--- config.mk ---
export PLATFORM = sky130hd
export DESIGN_NAME = branch_predictor_btb
export DESIGN_NICKNAME = d
export VERILOG_FILES = /design/src/rtl/branch_predictor_btb_pkg.sv /design/src/rtl/branch_predictor_btb_entry_array.sv /design/src/rtl/branch_predictor_btb.sv
export SDC_FILE = /design/constraint.sdc
export NUM_CORES = 1
export LEC_CHECK = 0
export CAP_MARGIN = 20
export CORE_UTILIZATION = 40
export CTS_CLUSTER_SIZE = 40
export DETAILED_ROUTE_END_ITERATION = 6
export PLACE_DENSITY = 0.73
export SYNTH_ARGS = -nofsm -noshare
export SYNTH_HDL_FRONTEND = slang
export SYNTH_SLANG_ARGS = --single-unit
--- constraint.sdc ---
create_clock -name i_clk -period 4.7 [get_ports i_clk]
set_clock_uncertainty 0.2 [all_clocks]
set_input_delay 1.41 -clock i_clk [delete_from_list [all_inputs] [get_ports i_clk]]
set_output_delay 1.41 -clock i_clk [all_outputs]
set_load 0.01 [all_outputs]
--- src/rtl/branch_predictor_btb_pkg.sv ---
// Shared definitions for the branch predictor: counter encodings, PC increment
// and the helpers that split a PC into table index and tag.
package branch_predictor_btb_pkg;

  localparam logic [1:0] CNT_SNT = 2'd0;
  localparam logic [1:0] CNT_WNT = 2'd1;
  localparam logic [1:0] CNT_WT  = 2'd2;
  localparam logic [1:0] CNT_ST  = 2'd3;

  localparam int BP_PC_INC = 4;
  localparam int BP_PC_MAX = 64;

  // Word-aligned PCs: bits [1:0] never take part in indexing.
  function automatic logic [31:0] bp_index(input logic [BP_PC_MAX-1:0] pc,
                                           input int index_bits);
    logic [BP_PC_MAX-1:0] mask;
    mask = (64'd1 << index_bits) - 64'd1;
    return 32'((pc >> 2) & mask);
  endfunction

  function automatic logic [31:0] bp_tag(input logic [BP_PC_MAX-1:0] pc,
                                         input int index_bits,
                                         input int tag_bits);
    logic [BP_PC_MAX-1:0] mask;
    mask = (64'd1 << tag_bits) - 64'd1;
    return 32'((pc >> (index_bits + 2)) & mask);
  endfunction

endpackage

--- src/rtl/branch_predictor_btb_entry_array.sv ---
// Predictor table storage: two asynchronous read ports (ID, ALU) and one
// synchronous write port; a write always marks the entry valid.
module bp_entry_array
  import branch_predictor_btb_pkg::*;
#(
  parameter int INDEX_BITS = 3,
  parameter int TAG_BITS   = 8,
  parameter int PC_WIDTH   = 32
) (
  input  logic                  i_clk,
  input  logic                  i_reset,
  input  logic [INDEX_BITS-1:0] i_id_idx,
  output logic                  o_id_valid,
  output logic [TAG_BITS-1:0]   o_id_tag,
  output logic [1:0]            o_id_cnt,
  output logic [PC_WIDTH-1:0]   o_id_target,
  input  logic [INDEX_BITS-1:0] i_ex_idx,
  output logic                  o_ex_valid,
  output logic [TAG_BITS-1:0]   o_ex_tag,
  output logic [1:0]            o_ex_cnt,
  output logic [PC_WIDTH-1:0]   o_ex_target,
  input  logic                  i_wr_en,
  input  logic [INDEX_BITS-1:0] i_wr_idx,
  input  logic [TAG_BITS-1:0]   i_wr_tag,
  input  logic [1:0]            i_wr_cnt,
  input  logic [PC_WIDTH-1:0]   i_wr_target
);

  localparam int ENTRIES = 1 << INDEX_BITS;

  logic [ENTRIES-1:0]  r_valid;
  logic [TAG_BITS-1:0] r_tag    [ENTRIES];
  logic [1:0]          r_cnt    [ENTRIES];
  logic [PC_WIDTH-1:0] r_target [ENTRIES];

  assign o_id_valid  = r_valid[i_id_idx];
  assign o_id_tag    = r_tag[i_id_idx];
  assign o_id_cnt    = r_cnt[i_id_idx];
  assign o_id_target = r_target[i_id_idx];

  assign o_ex_valid  = r_valid[i_ex_idx];
  assign o_ex_tag    = r_tag[i_ex_idx];
  assign o_ex_cnt    = r_cnt[i_ex_idx];
  assign o_ex_target = r_target[i_ex_idx];

  always_ff @(posedge i_clk) begin
    if (i_reset) begin
      r_valid <= '0;
      for (int i = 0; i < ENTRIES; i++) begin
        r_tag[i]    <= '0;
        r_cnt[i]    <= CNT_WNT;
        r_target[i] <= '0;
      end
    end else if (i_wr_en) begin
      r_valid[i_wr_idx]  <= 1'b1;
      r_tag[i_wr_idx]    <= i_wr_tag;
      r_cnt[i_wr_idx]    <= i_wr_cnt;
      r_target[i_wr_idx] <= i_wr_target;
    end
  end

endmodule

--- src/rtl/branch_predictor_btb.sv ---
// Dynamic branch predictor: 2-bit counter history table plus tagged target
// buffer; predicts in ID, resolves in ALU and counts mispredictions.
module branch_predictor_btb
  import branch_predictor_btb_pkg::*;
#(
  parameter int INDEX_BITS = 3,
  parameter int TAG_BITS   = 8,
  parameter int PC_WIDTH   = 32,
  parameter int CNT_WIDTH  = 16
) (
  input  logic                 i_clk,
  input  logic                 i_reset,
  input  logic                 i_id_branch,
  input  logic [PC_WIDTH-1:0]  i_id_pc,
  input  logic                 i_ex_branch,
  input  logic [PC_WIDTH-1:0]  i_ex_pc,
  input  logic                 i_ex_taken,
  input  logic [PC_WIDTH-1:0]  i_ex_target,
  input  logic                 i_ex_pred_taken,
  input  logic [PC_WIDTH-1:0]  i_ex_pred_target,
  output logic                 o_predict_taken,
  output logic [PC_WIDTH-1:0]  o_predict_target,
  output logic                 o_flush,
  output logic [PC_WIDTH-1:0]  o_redirect_pc,
  output logic [CNT_WIDTH-1:0] o_mispredict_count
);

  logic [INDEX_BITS-1:0] w_id_idx, w_ex_idx;
  logic [TAG_BITS-1:0]   w_id_pc_tag, w_ex_pc_tag;
  logic                  w_id_valid, w_ex_valid;
  logic [TAG_BITS-1:0]   w_id_tag, w_ex_tag;
  logic [1:0]            w_id_cnt, w_ex_cnt;
  logic [PC_WIDTH-1:0]   w_id_target, w_ex_target;
  logic                  w_id_hit, w_ex_hit;
  logic                  w_flush;
  logic                  w_wr_en;
  logic [1:0]            w_wr_cnt;
  logic [PC_WIDTH-1:0]   w_wr_target;
  logic [CNT_WIDTH-1:0]  r_mispredict_count;

  assign w_id_idx    = INDEX_BITS'(bp_index(BP_PC_MAX'(i_id_pc), INDEX_BITS));
  assign w_ex_idx    = INDEX_BITS'(bp_index(BP_PC_MAX'(i_ex_pc), INDEX_BITS));
  assign w_id_pc_tag = TAG_BITS'(bp_tag(BP_PC_MAX'(i_id_pc), INDEX_BITS, TAG_BITS));
  assign w_ex_pc_tag = TAG_BITS'(bp_tag(BP_PC_MAX'(i_ex_pc), INDEX_BITS, TAG_BITS));

  bp_entry_array #(
    .INDEX_BITS (INDEX_BITS),
    .TAG_BITS   (TAG_BITS),
    .PC_WIDTH   (PC_WIDTH)
  ) u_entries (
    .i_clk       (i_clk),
    .i_reset     (i_reset),
    .i_id_idx    (w_id_idx),
    .o_id_valid  (w_id_valid),
    .o_id_tag    (w_id_tag),
    .o_id_cnt    (w_id_cnt),
    .o_id_target (w_id_target),
    .i_ex_idx    (w_ex_idx),
    .o_ex_valid  (w_ex_valid),
    .o_ex_tag    (w_ex_tag),
    .o_ex_cnt    (w_ex_cnt),
    .o_ex_target (w_ex_target),
    .i_wr_en     (w_wr_en),
    .i_wr_idx    (w_ex_idx),
    .i_wr_tag    (w_ex_pc_tag),
    .i_wr_cnt    (w_wr_cnt),
    .i_wr_target (w_wr_target)
  );

  assign w_id_hit = w_id_valid & (w_id_tag == w_id_pc_tag);
  assign w_ex_hit = w_ex_valid & (w_ex_tag == w_ex_pc_tag);

  assign w_flush = i_ex_branch & ~i_reset &
                   ((i_ex_taken != i_ex_pred_taken) |
                    (i_ex_taken & i_ex_pred_taken & (i_ex_target != i_ex_pred_target)));

  // The ID instruction is younger than a mispredicted branch, so it never redirects.
  assign o_predict_taken  = i_id_branch & w_id_hit & w_id_cnt[1] & ~w_flush & ~i_reset;
  assign o_predict_target = o_predict_taken ? w_id_target : '0;

  assign o_flush       = w_flush;
  assign o_redirect_pc = !w_flush    ? '0 :
                         i_ex_taken ? i_ex_target : i_ex_pc + PC_WIDTH'(BP_PC_INC);

  assign w_wr_en = i_ex_branch & ~i_reset;

  always_comb begin
    w_wr_cnt    = i_ex_taken ? CNT_WT : CNT_WNT;
    w_wr_target = i_ex_target;
    if (w_ex_hit) begin
      if (i_ex_taken) begin
        w_wr_cnt = (w_ex_cnt == CNT_ST) ? CNT_ST : w_ex_cnt + 2'd1;
      end else begin
        w_wr_cnt    = (w_ex_cnt == CNT_SNT) ? CNT_SNT : w_ex_cnt - 2'd1;
        w_wr_target = w_ex_target;
      end
    end
  end

  always_ff @(posedge i_clk) begin
    if (i_reset) begin
      r_mispredict_count <= '0;
    end else if (w_flush && (r_mispredict_count != '1)) begin
      r_mispredict_count <= r_mispredict_count + CNT_WIDTH'(1);
    end
  end

  assign o_mispredict_count = r_mispredict_count;

endmodule
==> flow_summary.toml, run 1 <==
[pwr]
p_per_area_nw_per_um2 = 313
p_leak_nw = 9.57
max-vdd-ir-drop_mv = 0.263

[timing]
setup_viol = 66
holdWs_ps = 289
rsz0062_at_grt = "true"
worst_pin_slew_ps = 809
finalCritPeriodShare_pct = 112
final.setup.worst_slack_ps = -562
fin_crit_ps = 5260
drv_slew = 0
slew_headroom_pct = 45.6
finalHoldViolations = 0
fmax_mhz = 190

[routing]
first_pass_iters = 5
num_vias = 13700
drc = 0
ant_nets = 0
vias_per_cell = 5.61
wire_per_inst_microns = 24.2
drt-initial-drc-count = 1199
drt-total-wl_mm = 59.1

[worst_hold_path]
hp-class = "reg2reg"

[grt]
grt_pass1_wl_mm = 86.3
antenna_found_initial = 2
grt_pass1_vias = 13800
grt_max_degree = 65
grt_overflow_total = 0
grtUsageTotal_pct = 24.9

[job]
max_cap_viol_count = 0

[synthesis]
yosysMostFrequentCell = "edfxtp_1"
netlist_area_sq_um = 18600
syn-instance-count = 1440
yosysTopAreaCell = "edfxtp_1"
synth_warnings = 0
synth_area_leaders = "edfxtp_1 (54%), and2_1 (11%), mux4_2 (10%), mux2i_1 (3.8%), xnor2_1 (2.6%)"
ys_ff_latch = 360
synthesis.nets = 1577
ys_seq_area_share_pct = 56.7
synth_cell_types = 56
yosys.area.top_type_share_pct = 54.1
avgSynthCellArea_sq_um = 12.9
synthTopCellsByCount = "edfxtp_1 (336), and2_1 (319), nor2_1 (95)"
synth-edff-count = 336
async_reset_ff_share_pct = 0
ys.flop_type = "edfxtp_1"

[worst_setup_path]
crit_path_end_kind = "primary output"
cp_data_arrival_time_ps = 3650
cp_slowest_cell = "mux4_2"
worst-setup-path-type = "in2out"
path_buf_inv = 6
required_ps = 3090
critical_path.top_delay_family = "buffers and inverters"
critical_path.max_stage_delay_ps = 490
crit_chain = "buf_16 > mux4_2 > mux2i_1 > xnor2_1 > nor4_2 > buf_4 > nand4_1 > buf_6 > buf_12 > buf_16 > nor2_4 > buf_6"
start_kind = "input pin"
critPathMaxFanout = 8

[clock_network]
insertion_delay_ps = 570
cts_tree = "built"
clkTransAtPathRegs_ps = 60
cts_buffer_depth = 3
htree_levels = 2
cts_root_buffer = "clkbuf_16"
cts_num_sinks = 360
cts_buffers = 39

[status]
violations = "negative setup slack"
status = "finished, violations left"

[layout]
num-fill-cells = 3662
fin_nets = 1948
syn2layout_area_growth_pct = 35.1
instances_no_fill = 2439
drive_above_1_share_pct = 32.5
diodes = 0
ff_latch_area_sq_um = 10600
multi_input_area_sq_um = 8190

[placed_design]
port_buffers = 194
dp.cells = 2344
place.gp.congestion = 0.934
place.detailed.hpwl_mm = 39.3

[floorplan]
core_sq_um = 45700
rows = 78
start_util_pct = 40.8
die_area_sq_um = 47500
fp.dieH_microns = 218
ios = 216
die_w_microns = 218
## stage by stage
stage / utilization [%] / cell area (sq um) / power [W] / setup TNS, ps / setup WS [ps]
2_1_floorplan: - / 19000 / 0.00433 / -2940 / -100
3_3_place_gp: 50.5 / 23100 / 0.00486 / -278460 / -1510
3_5_place_dp: 50.5 / 23100 / 0.00488 / -283970 / -1580
4_1_cts: 54.5 / 24900 / 0.00787 / -31740 / -632
5_1_grt: 55.1 / 25200 / 0.00810 / -34570 / -641
6_report: 55.1 / 25200 / 0.00787 / -31290 / -562
## layout by cell type, fill, tap and decap left out, types with 9 or more instances in the layout
cell             netlist  final
edfxtp_1             336    336
and2_1               319    316
buf_4                  4    201
mux4_2                85     85
buf_6                  0     79
mux2i_1               70     67
dlygate4sd2_1          0     59
nor2_4                 0     50
clkdlybuf4s50_1        0     45
xnor2_1               56     44
nor2_1                95     41
clkbuf_16              0     40
nand2_1               40     37
a21oi_1               42     31
buf_12                 0     31
nand3_1               26     24
dfxtp_1               24     24
o21ai_0               24     23
and3_1                20     20
nand4_1               18     18
xor2_1                17     17
buf_2                 14     15
clkbuf_1              70     12
a21oi_2                0     11
a211oi_1              11     11
nor3_1                10      9
a21o_1                 9      9
## state kept, by name, summed over array words and instances (netlist names)
register and count:
u_entries.r_target 256, u_entries.r_tag 64, o_mispredict_count 16, u_entries.r_cnt 16
u_entries.r_valid 8
## timing repair
action | 4_1_cts | 5_1_grt
hold buffers | 0 | 0
gates resized for setup | 498 | 81
pin swaps | 57 | 34
endpoints found under the setup margin | 66 | 66
endpoints found under the hold margin | 0 | 0
cloned | 5 | 1
buffers inserted | 25 | 9
## cell families (layout without fill, tap and decap cells)
group	Yosys count	after routing	synth area share, %
muxes	161	161	14.4
adders and majority gates	3	3	0.201
DFF	360	360	56.7
AOI/OAI and AO/OA	130	130	4.66
and+or+nand+nor	576	576	17.5
xor gates and xnor gates	73	73	3.43
buffers and inverters	137	536	3.12
## worst reg2reg max path, cell delays in order, from the launching register on
cell      delay [ps]
edfxtp_1         380
mux2_2           270
a221oi_1         310
o221ai_1         180
xor2_1           430
nor4_2            60
buf_4            190
a21oi_2          250
or2_2            260
buf_12           170
## layer usage
layer	track usage, %	share of wire [%]
met5	0	0.020
met4	10.9	4.1
met3	4.38	8.6
met2	40.2	48
met1	32.9	40
## report_power, final
group          internal [W]  leakage, nW  switching, W
clock               0.00172        0.595       0.00127
sequential          0.00369         3.43     0.0000620
combinational      0.000545         5.55      0.000585
## layout make-up
class / count / share of cell area [%]
Clock buffer: 51 / 4.05
Clock inverter: 18 / 0.795
Inverter: 13 / 0.229
Multi-Input combinational cell: 943 / 32.5
Sequential cell: 360 / 42.0
Tap cell: 600 / 2.98
Timing Repair Buffer: 454 / 17.5
## final timing paths
kind,startpoint,to,slack (ps),cells past startpoint
max,i_id_pc[2],o_predict_target[8],-560,12
min,u_entries.r_valid[1],u_entries.r_valid[1],290,1
max reg2reg,u_entries.r_tag[3][1],u_entries.r_target[4][3],1680,9
min reg2reg,u_entries.r_valid[1],u_entries.r_valid[1],290,1
Power figures use the tool's default switching activity.
==> inputs of run 2 (changes only) <==
GPL_ROUTABILITY_DRIVEN = 0   (was not set)
==> run 2 against run 1 <==
Effect of this change:
- the flow still finishes with violations (negative setup slack)
- via count rose by 1.2%
- final cell count rose by 0.62%
- wire length rose by 0.34%
- clock power barely moved
- combinational power barely moved
- core utilization rose by 0.24 points
- die area did not move
- largest cell class unchanged
- first-iteration DRC count fell by 4.6%
- critical endpoint is now o_redirect_pc[9]
- flip-flop and latch count did not move
- critical path depth rose by 1
- sequential share of layout area fell by 0.18 points
==> flow_summary.toml, run 2 (synthesis results as in run 1) <==
[floorplan]
fp.dieH_microns = 218
core_sq_um = 45700
start_util_pct = 40.8
rows = 78
die_area_sq_um = 47500
ios = 216
die_w_microns = 218

[worst_setup_path]
start_kind = "input pin"
crit_path_end_kind = "primary output"
required_ps = 3090
critical_path.max_stage_delay_ps = 390
r2r_setup_slack_ps = 1520
crit_top_cell = "buf_6"
cp_data_arrival_time_ps = 3690
reg2reg_to = "u_entries.r_target[1][17]"
critPathMaxFanout = 4
cp_slowest_cell = "nor4_4"
crit_start = "i_ex_target[13]"
crit_chain = "dlygate4sd2_1 > xnor2_1 > buf_4 > nand4_1 > nor4_4 > a21boi_4 > o21ai_4 > buf_6 > buf_12 > clkinvlp_4 > buf_6 > and2_4 > buf_6"
worst-setup-path-type = "in2out"
cp-endpoint = "o_redirect_pc[9]"
rr_worst_depth = 9
reg2reg_from = "u_entries.r_tag[3][1]"

[placed_design]
dp.cells = 2354
placed_cell_area_sq_um = 23100
dp_slack_ps = -1650
port_buffers = 194
place.detailed.hpwl_mm = 39.6

[clock_network]
cts_buffers = 39
htree_levels = 2
clkTransAtPathRegs_ps = 60
cts_tree = "built"
insertion_delay_ps = 540
cts_buffer_depth = 3
cts_num_sinks = 360
cts_root_buffer = "clkbuf_16"

[routing]
vias_per_cell = 5.65
first_pass_iters = 5
wire_per_inst_microns = 24.2
ant_nets = 0
drt-total-wl_mm = 59.3
num_vias = 13900
drt-initial-drc-count = 1144
drc = 0

[layout]
top_regs = "u_entries.r_target x256, u_entries.r_tag x64"
fin_nets = 1965
layout_commonest_cell = "edfxtp_1"
drive_above_1_share_pct = 33.2
diodes = 0
largest_reg_flops = 256
final_area_sq_um = 25300
syn2layout_area_growth_pct = 35.7
instances_no_fill = 2454
regMostFlops = "u_entries.r_target"
layout_common_cells = "edfxtp_1 (336), and2_1 (316), buf_4 (220)"

[pwr]
swShare_pct = 24.1
p_leak_nw = 9.69
power_frac_clock_pct = 37.7
p_per_area_nw_per_um2 = 311
internal_power_w = 0.00597
p_switching_w = 0.00189
max-vdd-ir-drop_mv = 0.242
seq_power_share_pct = 47.8
power_frac_comb_pct = 14.5

[grt]
grt_pass1_vias = 14100
grt_pass1_wl_mm = 86.5
grt_overflow_total = 0
antenna_found_initial = 0
grt_max_degree = 65
grtUsageTotal_pct = 24.6

[timing]
fin_crit_ps = 5300
tns_ps = -33460
slew_headroom_pct = 41.8
setup_viol = 66
worst_pin_slew_ps = 866
final.setup.worst_slack_ps = -604
finalCritPeriodShare_pct = 113
drv_slew = 0
finalHoldViolations = 0
rsz0062_at_grt = "true"
fmax_mhz = 189

[job]
max_cap_viol_count = 0

[worst_hold_path]
hp-class = "reg2reg"

[status]
violations = "negative setup slack"
status = "finished, violations left"
## run 2: how the worst min path moves through the flow
| stage | from | end | slack [ps] | cells after the start |
|---|---|---|---|---|
| floorplan | u_entries.r_valid[4] | u_entries.r_valid[4] | 240 | 1 |
| global placement | u_entries.r_valid[2] | u_entries.r_valid[2] | 270 | 1 |
| detailed placement | u_entries.r_valid[4] | u_entries.r_valid[4] | 270 | 1 |
| CTS | u_entries.r_valid[2] | u_entries.r_valid[2] | 290 | 1 |
| global route | u_entries.r_valid[2] | u_entries.r_valid[2] | 320 | 1 |
| finish | u_entries.r_valid[4] | u_entries.r_valid[4] | 290 | 1 |
## run 2: layout make-up
cell class	instances	area (sq um)
Clock buffer	46	1020
Clock inverter	21	198
Fill cell	3645	20400
Inverter	13	57.6
Multi-Input combinational cell	943	8190
Sequential cell	360	10600
Tap cell	600	751
Timing Repair Buffer	471	4510
## run 2: power by group through the flow
stage,Clock [W],Sequential (W),Combinational (W)
floorplan,0,0.00379,0.000535
global placement,0,0.00380,0.00106
detailed placement,0,0.00382,0.00107
CTS,0.00299,0.00375,0.00111
global route,0.00310,0.00377,0.00120
finish,0.00296,0.00375,0.00114
## run 2: per-stage QoR
stage          power [W]  util (%)  hold WS [ps]
2_1_floorplan    0.00433         -           242
3_3_place_gp     0.00486      50.6           266
3_5_place_dp     0.00488      50.6           274
4_1_cts          0.00785      54.5           294
5_1_grt          0.00807      55.4           317
6_report         0.00786      55.4           291
## run 2: worst max-delay path: cells and delay by family
| family | cells | cell delay (ps) |
|---|---|---|
| AOI/OAI and AO/OA | 2 | 270 |
| xor gates and xnor gates | 1 | 220 |
| and+or+nand+nor | 3 | 670 |
| buffers and inverters | 7 | 1110 |
## run 2: timing repair
item                       4_1_cts  5_1_grt
hold buffers                     0        0
setup endpoints to repair       66       66
gates resized for setup        468      111
pin swaps                       43       44
cloned                           6        1
setup buffers                   28       19
## run 2: routing by layer
metal  track usage, %  vias to the layer above  share of wire (%)
met5                0                        -                  0
met4             10.2                        0                3.7
met3             3.88                      109                7.8
met2             41.1                      662                 49
met1             31.8                     7018                 40
li1                 -                     6066                  -
==> inputs of run 3 (changes only) <==
CTS_CLUSTER_SIZE = 25   (was 40)
PLACE_DENSITY = 0.72   (was 0.73)
SYNTH_HIERARCHICAL = 1   (was not set)
==> run 3 against run 2 <==
Effect of this change:
- critical endpoint is now o_predict_target[23]
- power rose by 1.2%
- final cell count rose by 5.3%
- the flow finishes with violations (design-rule violations, negative setup slack)
- hold slack improved by 2.9 ps
- wire length rose by 15%
- core utilization fell by 4.1 points
- final area rose by 6.5%
- global-route usage rose by 0.35 points
- synthesized cell count rose by 8.3%
- maximum frequency fell by 2.2%
- count of clock-buffer cells in the layout rose by 9
==> flow_summary.toml, run 3 <==
[status]
status = "finished, violations left"
violations = "design-rule violations, negative setup slack"

[layout]
syn2layout_area_growth_pct = 26.8
layout_commonest_cell = "edfxtp_1"
final_area_sq_um = 26900
fin_nets = 2003
instances_no_fill = 2583
layout_common_cells = "edfxtp_1 (336), nor3_1 (327), buf_4 (161)"
regMostFlops = "u_entries/r_target"
largest_reg_flops = 256
top_regs = "u_entries/r_target x256, u_entries/r_tag x64"
drive_above_1_share_pct = 41.2

[routing]
wire_per_inst_microns = 26.4
drt-total-wl_mm = 68.3
num_vias = 16000
first_pass_iters = 7
drt-initial-drc-count = 1693
drc = 3
vias_per_cell = 6.18
ant_nets = 0

[placed_design]
placed_cell_area_sq_um = 25000
place.detailed.hpwl_mm = 43.1
port_buffers = 194
dp.cells = 2475

[timing]
drv_slew = 0
holdWs_ps = 294
fmax_mhz = 184
setup_viol = 66
worst_pin_slew_ps = 826
finalHoldViolations = 0
fin_crit_ps = 5420
tns_ps = -32950
final.setup.worst_slack_ps = -722
finalCritPeriodShare_pct = 115
slew_headroom_pct = 44.9
rsz0062_at_grt = "true"

[worst_setup_path]
r2r_setup_slack_ps = 1310
start_kind = "input pin"
rr_worst_depth = 11
critPathMaxFanout = 7
required_ps = 3090
reg2reg_from = "u_entries/r_tag[5][7]"
cp_data_arrival_time_ps = 3810
crit_path_end_kind = "primary output"
worst-setup-path-type = "in2out"
reg2reg_to = "u_entries/r_target[7][14]"

[synthesis]
syn-instance-count = 1559
synth_warnings = 6
avgSynthCellArea_sq_um = 13.6
synthesis.nets = 1696
netlist_area_sq_um = 21200

[pwr]
swShare_pct = 25.2
p_per_area_nw_per_um2 = 295
seq_power_share_pct = 47.3
internal_power_w = 0.00595
max-vdd-ir-drop_mv = 0.213
power_frac_clock_pct = 35.4
p_leak_nw = 9.27
p_switching_w = 0.00200
power_frac_comb_pct = 17.3

[worst_hold_path]
holdPathStages = 2
hp-class = "reg2reg"
hold-path-endpoint = "u_entries/r_valid[5]"
worstHoldStart = "u_entries/r_valid[5]"

[clock_network]
insertion_delay_ps = 540
cts_root_buffer = "clkbuf_16"
clkTransAtPathRegs_ps = 50
htree_levels = 2
cts_num_sinks = 360
cts_buffers = 39
cts_tree = "built"
postCtsHoldBufs = 0
cts_buffer_depth = 3

[floorplan]
fp.dieH_microns = 232
core_sq_um = 52600
ios = 216
start_util_pct = 40.4
die_area_sq_um = 54000
rows = 84
die_w_microns = 232

[grt]
grt_max_degree = 111
grt_pass1_vias = 16300
grt_pass1_wl_mm = 100
grt_overflow_total = 0
grtUsageTotal_pct = 25.0
antenna_found_initial = 3

[job]
max_cap_viol_count = 0
## run 3: power groups by stage
stage                     sequential [W]  clock (W)  combinational (W)
after floorplan                  0.00379          0           0.000805
after global routing             0.00378    0.00296            0.00144
after global placement           0.00380          0            0.00130
after CTS                        0.00376    0.00285            0.00135
after detailed placement         0.00382          0            0.00131
final                            0.00376    0.00281            0.00138
## run 3: what timing repair did
item | in CTS | in global routing
endpoints found under the setup margin | 66 | 317
resized for setup | 615 | 61
pin swaps | 75 | 22
setup buffers | 34 | 5
gates cloned | 6 | 0
## run 3: routing by layer
layer,track usage [%],vias up,share of wire [%]
met5,0,-,0.015
met4,10.6,2,3.9
met3,5.60,157,11
met2,42.1,957,49
met1,30.7,8109,36
li1,-,6747,-
## run 3: worst max path at each step
stage	start	end	slack (ps)	cells after the start
floorplan	i_id_pc[2]	o_predict_target[10]	-430	12
global placement	i_id_pc[2]	o_predict_target[31]	-1280	11
detailed placement	i_id_pc[2]	o_predict_target[31]	-1260	10
CTS	i_id_pc[2]	o_predict_target[25]	-640	13
global route	i_id_pc[2]	o_predict_target[25]	-800	13
finish	i_id_pc[2]	o_predict_target[23]	-720	13
## run 3: worst max-delay path, stage by stage
cell and delay, ps:
buf_16 120, mux4_2 500, mux2_4 280, xnor2_2 150, nand4_1 140, nor3_2 180, nand4_1 190, a21oi_4 180
buf_6 130, buf_8 130, buf_12 150, and2_4 150, buf_6 90
## run 3: metrics by stage
step	worst slack, ps	utilization (%)	total power (W)
2_1_floorplan	-431	-	0.00460
3_3_place_gp	-1280	47.5	0.00510
3_5_place_dp	-1260	47.5	0.00514
4_1_cts	-637	51.0	0.00796
5_1_grt	-803	51.3	0.00817
6_report	-722	51.3	0.00795
## run 3: layout make-up
class / count / area [sq um]
Fill cell: 4325 / 25600
Antenna cell: 2 / 5.00
Timing Repair Buffer: 417 / 3920
Tap cell: 688 / 861
Clock buffer: 55 / 1080
Clock inverter: 13 / 58.8
Multi-Input combinational cell: 989 / 10200
Inverter: 59 / 221
Sequential cell: 360 / 10600
